File: config.mk
export PLATFORM = sky130hd
export DESIGN_NAME = uart_pixel_writer
export DESIGN_NICKNAME = d
export VERILOG_FILES = /design/src/rtl/vga_uart_pkg.sv /design/src/rtl/pix_out_reg.sv /design/src/rtl/uart_pixel_writer.sv
export SDC_FILE = /design/constraint.sdc
export NUM_CORES = 1
export LEC_CHECK = 0
export ABC_AREA = 1
export ABC_CLOCK_PERIOD_IN_PS = 1400
export CELL_PAD_IN_SITES_DETAIL_PLACEMENT = 0
export CELL_PAD_IN_SITES_GLOBAL_PLACEMENT = 2
export CORE_MARGIN = 2
export CORE_UTILIZATION = 30
export DETAILED_ROUTE_END_ITERATION = 8
export PLACE_DENSITY_LB_ADDON = 0.1
export REMOVE_ABC_BUFFERS = 1
export SYNTH_ARGS = -nofsm -noshare
export SYNTH_HDL_FRONTEND = slang
export SYNTH_HIERARCHICAL = 1
export SYNTH_SLANG_ARGS = --single-unit
File: constraint.sdc
create_clock -name clk -period 1.4 [get_ports clk]
set_input_delay 0.21 -clock clk [delete_from_list [all_inputs] [get_ports clk]]
set_output_delay 0.21 -clock clk [all_outputs]
set_load 0.01 [all_outputs]
File: src/rtl/vga_uart_pkg.sv
// Shared constants and types for the UART-to-framebuffer path.
//   H_RES/V_RES/FB_DEPTH : default framebuffer geometry (320x240)
//   ADDR_W               : framebuffer write address width
//   CLK_PER_BIT          : UART bit period in clk cycles (50 MHz / 115200 baud)
//   SYNC_BIT             : rx_data bit that marks a frame sync byte
//   PIX_W                : pixel width carried by a non-sync byte
//   state_t              : decoder state
package vga_uart_pkg;

  localparam int H_RES       = 320;
  localparam int V_RES       = 240;
  localparam int FB_DEPTH    = H_RES * V_RES;
  localparam int ADDR_W      = 17;
  localparam int CLK_PER_BIT = 434;
  localparam int SYNC_BIT    = 7;
  localparam int PIX_W       = 7;

  typedef enum logic {
    WAIT_SYNC = 1'b0,
    STREAM    = 1'b1
  } state_t;

endpackage

File: src/rtl/pix_out_reg.sv
// Single-entry output holding register with a valid/ready handshake.
//   clk, rst_n       : clock, asynchronous active-low reset
//   i_load           : capture i_addr/i_data and raise o_valid next cycle
//   i_addr, i_data   : write to capture
//   i_ready          : downstream accepts the held write this cycle
//   o_valid/o_addr/o_data : held write, stable while o_valid && !i_ready
//   o_busy           : entry is occupied and will not drain this cycle
module pix_out_reg
  import vga_uart_pkg::*;
#(
  parameter int AW = ADDR_W,
  parameter int DW = PIX_W
) (
  input  logic          clk,
  input  logic          rst_n,
  input  logic          i_load,
  input  logic [AW-1:0] i_addr,
  input  logic [DW-1:0] i_data,
  input  logic          i_ready,
  output logic          o_valid,
  output logic [AW-1:0] o_addr,
  output logic [DW-1:0] o_data,
  output logic          o_busy
);

  logic          r_valid;
  logic [AW-1:0] r_addr;
  logic [DW-1:0] r_data;

  // NOTE: state registers use non-blocking assignments so every flop samples
  // pre-edge values; blocking here would create order-dependent races.
  // NOTE: the payload is reset too, because all outputs must read 0 in reset.
  always_ff @(posedge clk or negedge rst_n) begin
    if (!rst_n) begin
      r_valid <= 1'b0;
      r_addr  <= '0;
      r_data  <= '0;
    end else if (i_load) begin
      // A load may coincide with the previous write draining; the entry
      // simply refills and valid stays high.
      r_valid <= 1'b1;
      r_addr  <= i_addr;
      r_data  <= i_data;
    end else if (i_ready) begin
      r_valid <= 1'b0;
    end
  end

  assign o_valid = r_valid;
  assign o_addr  = r_addr;
  assign o_data  = r_data;
  assign o_busy  = r_valid && !i_ready;

endmodule

File: src/rtl/uart_pixel_writer.sv
// Decodes the UART byte stream into linear framebuffer writes.
// Sync bytes (MSB=1) start a frame at address 0; pixel bytes (MSB=0) are
// written to consecutive addresses y*H_RES+x through one holding register.
//   clk, rst_n          : 50 MHz clock, asynchronous active-low reset
//   rx_valid, rx_data   : received byte strobe and value
//   wr_valid, wr_ready  : framebuffer write handshake
//   wr_addr, wr_data    : write address and 7-bit pixel
//   in_frame            : high while streaming a frame
//   frame_done          : pulse when the last pixel of a frame loads
//   overrun             : sticky, a pixel byte was dropped under backpressure
//   timeout             : pulse when an idle frame is abandoned
module uart_pixel_writer #(
  parameter int H_RES        = vga_uart_pkg::H_RES,
  parameter int V_RES        = vga_uart_pkg::V_RES,
  parameter int ADDR_W       = vga_uart_pkg::ADDR_W,
  parameter int TIMEOUT_CLKS = 50000
) (
  input  logic              clk,
  input  logic              rst_n,
  input  logic              rx_valid,
  input  logic [7:0]        rx_data,
  output logic              wr_valid,
  input  logic              wr_ready,
  output logic [ADDR_W-1:0] wr_addr,
  output logic [6:0]        wr_data,
  output logic              in_frame,
  output logic              frame_done,
  output logic              overrun,
  output logic              timeout
);
  import vga_uart_pkg::*;

  // ADDR_W must satisfy 2**ADDR_W >= H_RES*V_RES.
  localparam logic [ADDR_W-1:0] LAST_ADDR = ADDR_W'(H_RES * V_RES - 1);
  localparam int                IDLE_W    = $clog2(TIMEOUT_CLKS + 1);
  localparam logic [IDLE_W-1:0] IDLE_LAST = IDLE_W'(TIMEOUT_CLKS - 1);

  state_t              r_state, w_state_next;
  logic [ADDR_W-1:0]   r_next_addr;
  logic [IDLE_W-1:0]   r_idle;
  logic                r_overrun, r_frame_done, r_timeout;

  logic w_sync, w_pixel, w_busy, w_load, w_last, w_drop, w_timeout;

  assign w_sync    = rx_valid && rx_data[SYNC_BIT];
  assign w_pixel   = rx_valid && !rx_data[SYNC_BIT];
  assign w_load    = w_pixel && (r_state == STREAM) && !w_busy;
  assign w_drop    = w_pixel && (r_state == STREAM) && w_busy;
  assign w_last    = w_load && (r_next_addr == LAST_ADDR);
  // Fires on the clock that would take the idle count to TIMEOUT_CLKS.
  assign w_timeout = (r_state == STREAM) && !rx_valid && (r_idle == IDLE_LAST);

  always_ff @(posedge clk or negedge rst_n) begin
    if (!rst_n) r_state <= WAIT_SYNC;
    else        r_state <= w_state_next;
  end

  // NOTE: the next-state value is defaulted first so no path leaves it
  // unassigned, which would otherwise infer a latch.
  always_comb begin
    w_state_next = r_state;
    if (w_sync)                                        w_state_next = STREAM;
    else if ((r_state == STREAM) && (w_last || w_timeout)) w_state_next = WAIT_SYNC;
  end

  always_ff @(posedge clk or negedge rst_n) begin
    if (!rst_n) begin
      r_next_addr  <= '0;
      r_idle       <= '0;
      r_overrun    <= 1'b0;
      r_frame_done <= 1'b0;
      r_timeout    <= 1'b0;
    end else begin
      r_frame_done <= w_last;
      r_timeout    <= w_timeout;

      if (w_sync || w_last || w_timeout) r_next_addr <= '0;
      else if (w_load)                   r_next_addr <= r_next_addr + ADDR_W'(1);

      if (r_state != STREAM || rx_valid || w_timeout) r_idle <= '0;
      else                                            r_idle <= r_idle + IDLE_W'(1);

      if (w_sync)      r_overrun <= 1'b0;
      else if (w_drop) r_overrun <= 1'b1;
    end
  end

  // A sync or timeout never touches the holding register, so a pending write
  // drains with the address it was loaded with.
  pix_out_reg #(
    .AW (ADDR_W),
    .DW (PIX_W)
  ) u_out (
    .clk     (clk),
    .rst_n   (rst_n),
    .i_load  (w_load),
    .i_addr  (r_next_addr),
    .i_data  (rx_data[PIX_W-1:0]),
    .i_ready (wr_ready),
    .o_valid (wr_valid),
    .o_addr  (wr_addr),
    .o_data  (wr_data),
    .o_busy  (w_busy)
  );

  assign in_frame   = (r_state == STREAM);
  assign frame_done = r_frame_done;
  assign overrun    = r_overrun;
  assign timeout    = r_timeout;

endmodule

==> results.txt, run 1 <==
The tool flagged a number of max-cap violations equal to 0. The post-route netlist has between 20 and 30% of its cells at a drive strength greater than 1. The depth of the CTS H-tree is 3. The antenna diode count is 0.

The average instance area after synthesis is 8.35 µm². Relative to the synthesized area, the layout overhead comes to 45.1%. The floorplan step defined a die boundary enclosing approximately 0.011 mm². Across the routed clock network, the largest skew measured is ~0.0083 ns.

The width of the die came out at ~110 µm. At the pin with the least slew margin, the transition time is about 0.34 ns. The count of port buffers added during placement came out at 40. The reg-to-reg critical path startpoint is r_next_addr[1].

The max-slew violation count is 0. The critical path starts at r_next_addr[1]. The number of clock buffers added by TritonCTS is 9. The run finished, with violations left. The CTS sink count is 62.

The via count came out at 2731. The global-route wire length before repair came out at 13100 µm. The count of synthesis-stage warnings from yosys came out at 6. The final-report hold violation count is 0. The via count of the first global-routing pass came out at between 2000 and 3000.

Entering global routing, the biggest net connects 63 pins. Setup repair after global routing could not meet its margin everywhere. The remaining max-slew budget at the tightest pin came out at between 70% and 80%. The starting DRC count in detailed routing came out at 144. The final reports fail on setup timing. After layout, the worst setup slack is -0.0288 ns. Counting flops and latches in the post-synthesis netlist gives a little over 60. The critical path in this run is classified as reg -> reg.

The power density of the placed cells came out at approximately 900 mW/mm². The maximum vdd ir drop came out at 0.000494 V. The number of remaining DRC errors is 0. The number of nets at the end of the flow is approximately 500. The worst hold path begins at rx_data[3]. The maximum net fanout on the critical path is 8. The summed negative setup slack over all endpoints came out at -0.267 ns. The startpoint class of the critical path is a flip-flop. Counting every instance in the synthesized netlist gives 369. For the finished layout, the period the worst path requires is 1.43 ns. The number of instances on the worst hold path is 3. The clock input transition at the sequential cells of the worst setup and hold paths came out at 0.07 ns. In this run the remaining antenna-violating nets after routing total 0. For this design the static power due to leakage is ~2.3 nW. TritonCTS built the clock tree.

The worst path required time came out at about 1.7 ns. The kind of end point of the critical path is a flip-flop. The post-detailed-route wirelength per cell came out at ~13 µm. The total global-route track usage came out at around 15%. The final weighted congestion in routability-driven placement came out at 0.775. After floorplanning, the core was sized to cover slightly above 0.01 mm².

The number of placement rows came out at 37. The register-to-register setup slack came out at -0.03 ns. The largest buffer count on any clock path is 2. The ratio of final minimum period to clock period came out at 102%. The initial antenna violation count came out at 0.

The number of failing setup endpoints in the final timing report is 16. The top-level I/O count is 41. The post-route worst hold slack is around 0.40 ns.

The clock latency on the worst-skew pair came out at roughly 0.35 ns. The post-detailed-routing wire length came out at roughly 8000 µm. The min-delay analysis places its worst path in the category in -> reg. The overall overflow remaining after global route is 0. In this run the vertical extent of the chip is between 100 and 150 µm.

The count of different cell masters after synthesis came out at 30. The post-synthesis instance area came out at 0.00308 mm². The starting density of the core is slightly above 30%. For this run, the detailed router's first-pass iteration total came to 4. The HPWL reported at the end of detailed placement is between 5000 and 6000 µm. The cell count of the worst reg-to-reg path came out at 9. The root buffer selected by CTS is sky130_fd_sc_hd__clkbuf_8. The number of vias per cell is around 4.4. STA puts the critical path data arrival time at ~1.7 ns. The sequential-to-total area share from yosys stat came out at 50.3%. The maximum achievable frequency came out at 0.700 GHz.
==> final cells by class <==
type	instances	area (µm²)
fill	1034	5670
sequential	62	1550
multi-input combinational	270	1520
timing repair buffer	109	911
tap	136	170
clock buffer	13	159
inverter	31	124
clock inverter	3	42.5
==> stage by stage <==
stage	util [%]	cells	instance area (µm²)	worst slack, ns	total power, mW
final	44.1	624	4470	-0.0288	4.02
after detailed placement	39.4	595	3990	-0.392	2.39
after global routing	44.1	624	4470	-0.135	4.23
after floorplan	-	361	2980	-0.703	2.09
after CTS	42.3	618	4290	-0.0119	4.05
after global placement	39.4	595	3990	-0.400	2.38
==> worst max-delay path, stage by stage, from the launching register on <==
cell and delay, ns:
sky130_fd_sc_hd__dfrtp_1 0.39, sky130_fd_sc_hd__buf_4 0.14, sky130_fd_sc_hd__ha_4 0.16, sky130_fd_sc_hd__inv_2 0.06
sky130_fd_sc_hd__nor2_2 0.03, sky130_fd_sc_hd__nand2_2 0.10, sky130_fd_sc_hd__nor2_4 0.05, sky130_fd_sc_hd__nand2_4 0.11
sky130_fd_sc_hd__nand3_4 0.16, sky130_fd_sc_hd__nor3_2 0.15
==> synthesized netlist by cell type (all sizes together) <==
library cell,instances,share of area [%]
a21oi,6,0.97
nor3b,2,0.49
buf,8,3.3
or2,1,0.20
and3,1,0.20
xnor2,4,1.1
dfrtp,62,50
inv,31,4.0
nand4,9,1.8
nor2,66,8.8
ha,2,0.81
nand2,130,17
a22o,1,0.28
o21ai,2,0.32
o21bai,2,0.49
nand3b,1,0.24
nor3,11,2.3
nand3,18,3.8
nor4,1,0.20
xor2,11,3.1
==> state kept, by name, indices dropped and copies added (netlist names) <==
name,cells
u_out/o_data,7
in_frame,1
r_next_addr,17
overrun,1
frame_done,1
timeout,1
r_idle,16
u_out/o_valid,1
u_out/o_addr,17
==> kinds of logic (layout without fill, tap and decap cells) <==
group / count (synthesis) / after routing / share of synthesized area (%)
xor+xnor: 15 / 15 / 4.26
flops: 62 / 62 / 50.3
fa+ha+maj: 2 / 2 / 0.812
buf+inv: 39 / 156 / 7.35
simple gates: 240 / 242 / 35.2
compound gates: 11 / 11 / 2.07
==> report_power, final <==
part / total, mW / switching, mW / internal [mW]
Clock: 1.64 / 0.723 / 0.919
Sequential: 1.90 / 0.0384 / 1.86
Combinational: 0.482 / 0.252 / 0.230
==> timing repair <==
item | CTS | global route
pin swaps | 12 | 16
endpoints found under the hold margin | 62 | 0
endpoints found under the setup margin | 72 | 32
cloned | 1 | 1
setup buffers | 5 | 5
hold buffers | 1 | 0
gates resized for setup | 50 | 30
==> placed cells by master, fill, tap and decap left out, drive strengths merged, types with 2 or more instances in the layout <==
cell type and instances:
clkdlybuf4s50 10, nor2 66, ha 2, nand4 9, xor2 11, o21bai 2
nor3 11, inv 31, xnor2 4, clkbuf 13, nand3 19, dlygate4sd2 29
buf 69, dfrtp 62, a21oi 6, nand2 131, nor3b 2, o21ai 2
==> routing by layer <==
metal	track usage, %	up-vias	part of all wire [%]
met5	0	-	0
met4	5.43	0	1.2
met3	3.59	9	3.3
met2	24.2	43	48
met1	20.1	1290	47
li1	-	1389	-
==> worst paths after layout <==
path	to
min in group asynchronous	r_idle[9]
worst max register to register	r_next_addr[8]
worst min register to register	u_out/o_data[4]
worst max-delay path	r_next_addr[8]
max in group asynchronous	u_out/o_addr[6]
worst min-delay path	u_out/o_data[3]
Power figures use the tool's default switching activity.
==> inputs of run 2 (changes only) <==
SETUP_SLACK_MARGIN = 0.5   (was default)
==> results.txt, run 2 (same netlist as run 1, synthesis figures left out) <==
Outcome: complete, but fails checks (unchanged). Violations in the final reports: setup timing (unchanged). The post-route non-filler standard cell count was 670 (was 624).

Commonest non-fill, non-tap cells in the layout: sky130_fd_sc_hd__buf_4 (91), sky130_fd_sc_hd__nand2_1 (66), sky130_fd_sc_hd__dfrtp_1 (58) (was sky130_fd_sc_hd__nand2_1 (109), sky130_fd_sc_hd__dfrtp_1 (62), sky130_fd_sc_hd__buf_4 (62)). The power density of the placed cells came out at 825 mW/mm² (was 899 mW/mm²). The depth of the CTS H-tree was 3 (unchanged). The maximum number of pins on one net before global-route repair came out at 63 (unchanged).

The leakage power figure is 2.63 nW (was 2.26 nW). The width of the die was 105 µm (unchanged). The top-level I/O count came out at 41 (unchanged). The remaining max-slew budget at the tightest pin came out at 76.8% (was 77.1%). The critical-path cell with the highest stage delay is sky130_fd_sc_hd__dfrtp_1 (unchanged). The number of placement rows is 37 (unchanged). Cells traversed along the worst timing path: buf_6 > buf_6 > nand2_4 > nor2_4 > nand2_4 > nor2_4 > buf_4 > nand4_1 > nand2_1 > nor2_1 (was buf_4 > ha_4 > inv_2 > nor2_2 > nand2_2 > nor2_4 > nand2_4 > nand3_4 > nor3_2). The startpoint class of the critical path is a flip-flop (unchanged). The initial antenna violation count is 0 (unchanged). The register-to-register setup slack is -0.04 ns (was -0.03 ns). The post-placement setup slack came out at -0.392 ns (unchanged).

The overall overflow remaining after global route came out at 0 (unchanged). The post-detailed-route wirelength per cell is 13.6 µm (was 12.8 µm). The count of port buffers added during placement came out at 40 (unchanged). The CTS sink count came out at 62 (unchanged). The number of failing setup endpoints in the final timing report is 9 (was 16). The number of nets at the end of the flow was 543 (was 497). The CTS tree is done (unchanged). The antenna diode count came out at 0 (unchanged).

Setup repair after global routing missed its margin: yes (unchanged). The starting density of the core came out at 30.4% (unchanged). The proportion of layout cells with a drive suffix above 1 is 51.7% (was 29.1%). The global-route wire length before repair came to 14200 µm (was 13100 µm).

The final critical-path setup slack came out at -0.0434 ns (was -0.0288 ns). The clock latency on the worst-skew pair came out at 0.35 ns (about the same). The clock input transition at the sequential cells of the worst setup and hold paths came out at 0.08 ns (was 0.07 ns). The kind of end point of the critical path is a flip-flop (unchanged).

The post-detailed-routing wire length is 9140 µm (was 7990 µm). The capture point of the worst reg-to-reg path is r_next_addr[13] (was r_next_addr[8]). The max-slew violation count is 0 (unchanged). The via count of the first global-routing pass is 2855 (was 2665). The total global-route track usage came to 16.8% (was 15.2%). The worst path required time was 1.63 ns (was 1.66 ns).

The classification of the worst setup path is reg -> reg (unchanged). The arrival time reported for the critical path endpoint is 1.68 ns (was 1.69 ns). The maximum net fanout on the critical path is 3 (was 8). The peak per-stage delay on the critical path was 0.41 ns (was 0.39 ns). The maximum vdd ir drop came out at 0.000495 V (was 0.000494 V).

The die height came out at 105 µm (unchanged). The post-route worst hold slack is 0.401 ns (was 0.399 ns). The via count is 2945 (was 2731). The ratio of final minimum period to clock period is 103% (was 102%). The HPWL reported at the end of detailed placement is 5360 µm (unchanged). The max-capacitance violation count is 0 (unchanged). The kind of cell with the highest combined delay on the critical path is simple AND/OR/NAND/NOR gates (unchanged).

The critical path buffer and inverter count came out at 3 (was 2). The detailed-router iteration count before antenna repair is 4 (unchanged). The cell count of the worst reg-to-reg path came out at 10 (was 9).

The worst-margin pin slew was 0.347 ns (was 0.343 ns). The number of remaining DRC errors came out at 0 (unchanged). The post-route clock skew came out at 0.00849 ns (was 0.00825 ns). The starting DRC count in detailed routing came to 115 (was 144).

The final weighted congestion in routability-driven placement is 0.775 (unchanged). The number of buffers inserted during clock tree synthesis came out at 9 (unchanged). The reg-to-reg critical path startpoint was r_next_addr[1] (unchanged). The utilization after layout was 50.9% (was 44.1%). The area of the placeable core is 0.0101 mm² (unchanged).

The largest buffer count on any clock path came out at 2 (unchanged). The layout-stage area growth over the synthesis result came out at 67.3% (was 45.1%). The maximum achievable frequency is 0.693 GHz (was 0.700 GHz). The commonest non-fill, non-tap cell in the layout is sky130_fd_sc_hd__buf_4 (was sky130_fd_sc_hd__nand2_1). The area of the die is 0.0111 mm² (unchanged).

The minimum period implied by the final worst setup slack came out at 1.44 ns (was 1.43 ns). The final-report hold violation count is 0 (unchanged). The count of antenna-violating nets left after detailed routing came out at 0 (unchanged). The number of placed cells counting well taps came out at 595 (unchanged).

The worst hold-check path type was in -> async (was in -> reg). The number of vias per cell was 4.40 (was 4.38). The root buffer selected by CTS is sky130_fd_sc_hd__clkbuf_8 (unchanged).
run 2: cell types whose count changed in the layout (fill, tap and decap cells not counted), moves of 14 or more:
cell                            change
sky130_fd_sc_hd__nand2_4           +19
sky130_fd_sc_hd__buf_2             +25
sky130_fd_sc_hd__dlygate4sd2_1     -27
sky130_fd_sc_hd__buf_4             +29
sky130_fd_sc_hd__nand2_2           +24
sky130_fd_sc_hd__buf_6             +14
sky130_fd_sc_hd__nand2_1           -43
run 2: timing repair:
action,in CTS,in global routing
resized for setup,205,78
buffers inserted,23,30
hold endpoints to repair,62,0
hold buffers,1,0
cloned,4,1
pin swaps,46,36
endpoints found under the setup margin,91,91
run 2: worst max-delay path by stage:
stage                         from              end  depth (start not counted)
CTS                 r_next_addr[1]  r_next_addr[12]                          9
global route        r_next_addr[1]  r_next_addr[13]                         10
detailed placement        wr_ready   r_next_addr[9]                          9
finish              r_next_addr[1]  r_next_addr[13]                         10
global placement          wr_ready  r_next_addr[11]                          9
floorplan            u_out/o_valid  r_next_addr[16]                          8
run 2: power by group:
| group | switching [mW] | internal, mW | total [mW] |
|---|---|---|---|
| sequential | 0.0460 | 1.86 | 1.90 |
| combinational | 0.339 | 0.357 | 0.696 |
| clock | 0.733 | 0.919 | 1.65 |
run 2: final cells by class:
type,count,area [µm²]
flip-flops and latches,62,1560
multi-input cells,270,1800
clock buffers,13,159
fillers,972,4980
repair buffers,153,1260
repair inverters,2,40.0
clock inverters,3,42.5
well taps,136,170
inverters,31,133
run 2: through the flow:
stage / instance area, µm² / power (mW) / setup TNS, ns
after floorplan: 2980 / 2.09 / -20.51
after global placement: 3990 / 2.38 / -18.43
after CTS: 4600 / 4.18 / -0.00201
after detailed placement: 3990 / 2.39 / -17.96
after global routing: 5160 / 4.46 / -2.48
final: 5160 / 4.25 / -0.0849
run 2: worst register-to-register path, stage by stage, from the launching register on:
cell and delay, ns:
sky130_fd_sc_hd__dfrtp_1 0.41, sky130_fd_sc_hd__buf_6 0.12, sky130_fd_sc_hd__buf_6 0.09, sky130_fd_sc_hd__nand2_4 0.04
sky130_fd_sc_hd__nor2_4 0.13, sky130_fd_sc_hd__nand2_4 0.10, sky130_fd_sc_hd__nor2_4 0.13, sky130_fd_sc_hd__buf_4 0.12
sky130_fd_sc_hd__nand4_1 0.07, sky130_fd_sc_hd__nand2_1 0.08, sky130_fd_sc_hd__nor2_1 0.04
run 2: layer usage:
| layer | track usage, % | wire length (µm) | up-vias |
|---|---|---|---|
| met5 | 0 | 0 | - |
| met2 | 27.7 | 4590 | 41 |
| met3 | 4.27 | 322 | 7 |
| met4 | 5.14 | 70 | 0 |
| met1 | 21.5 | 4150 | 1407 |
| li1 | - | - | 1490 |
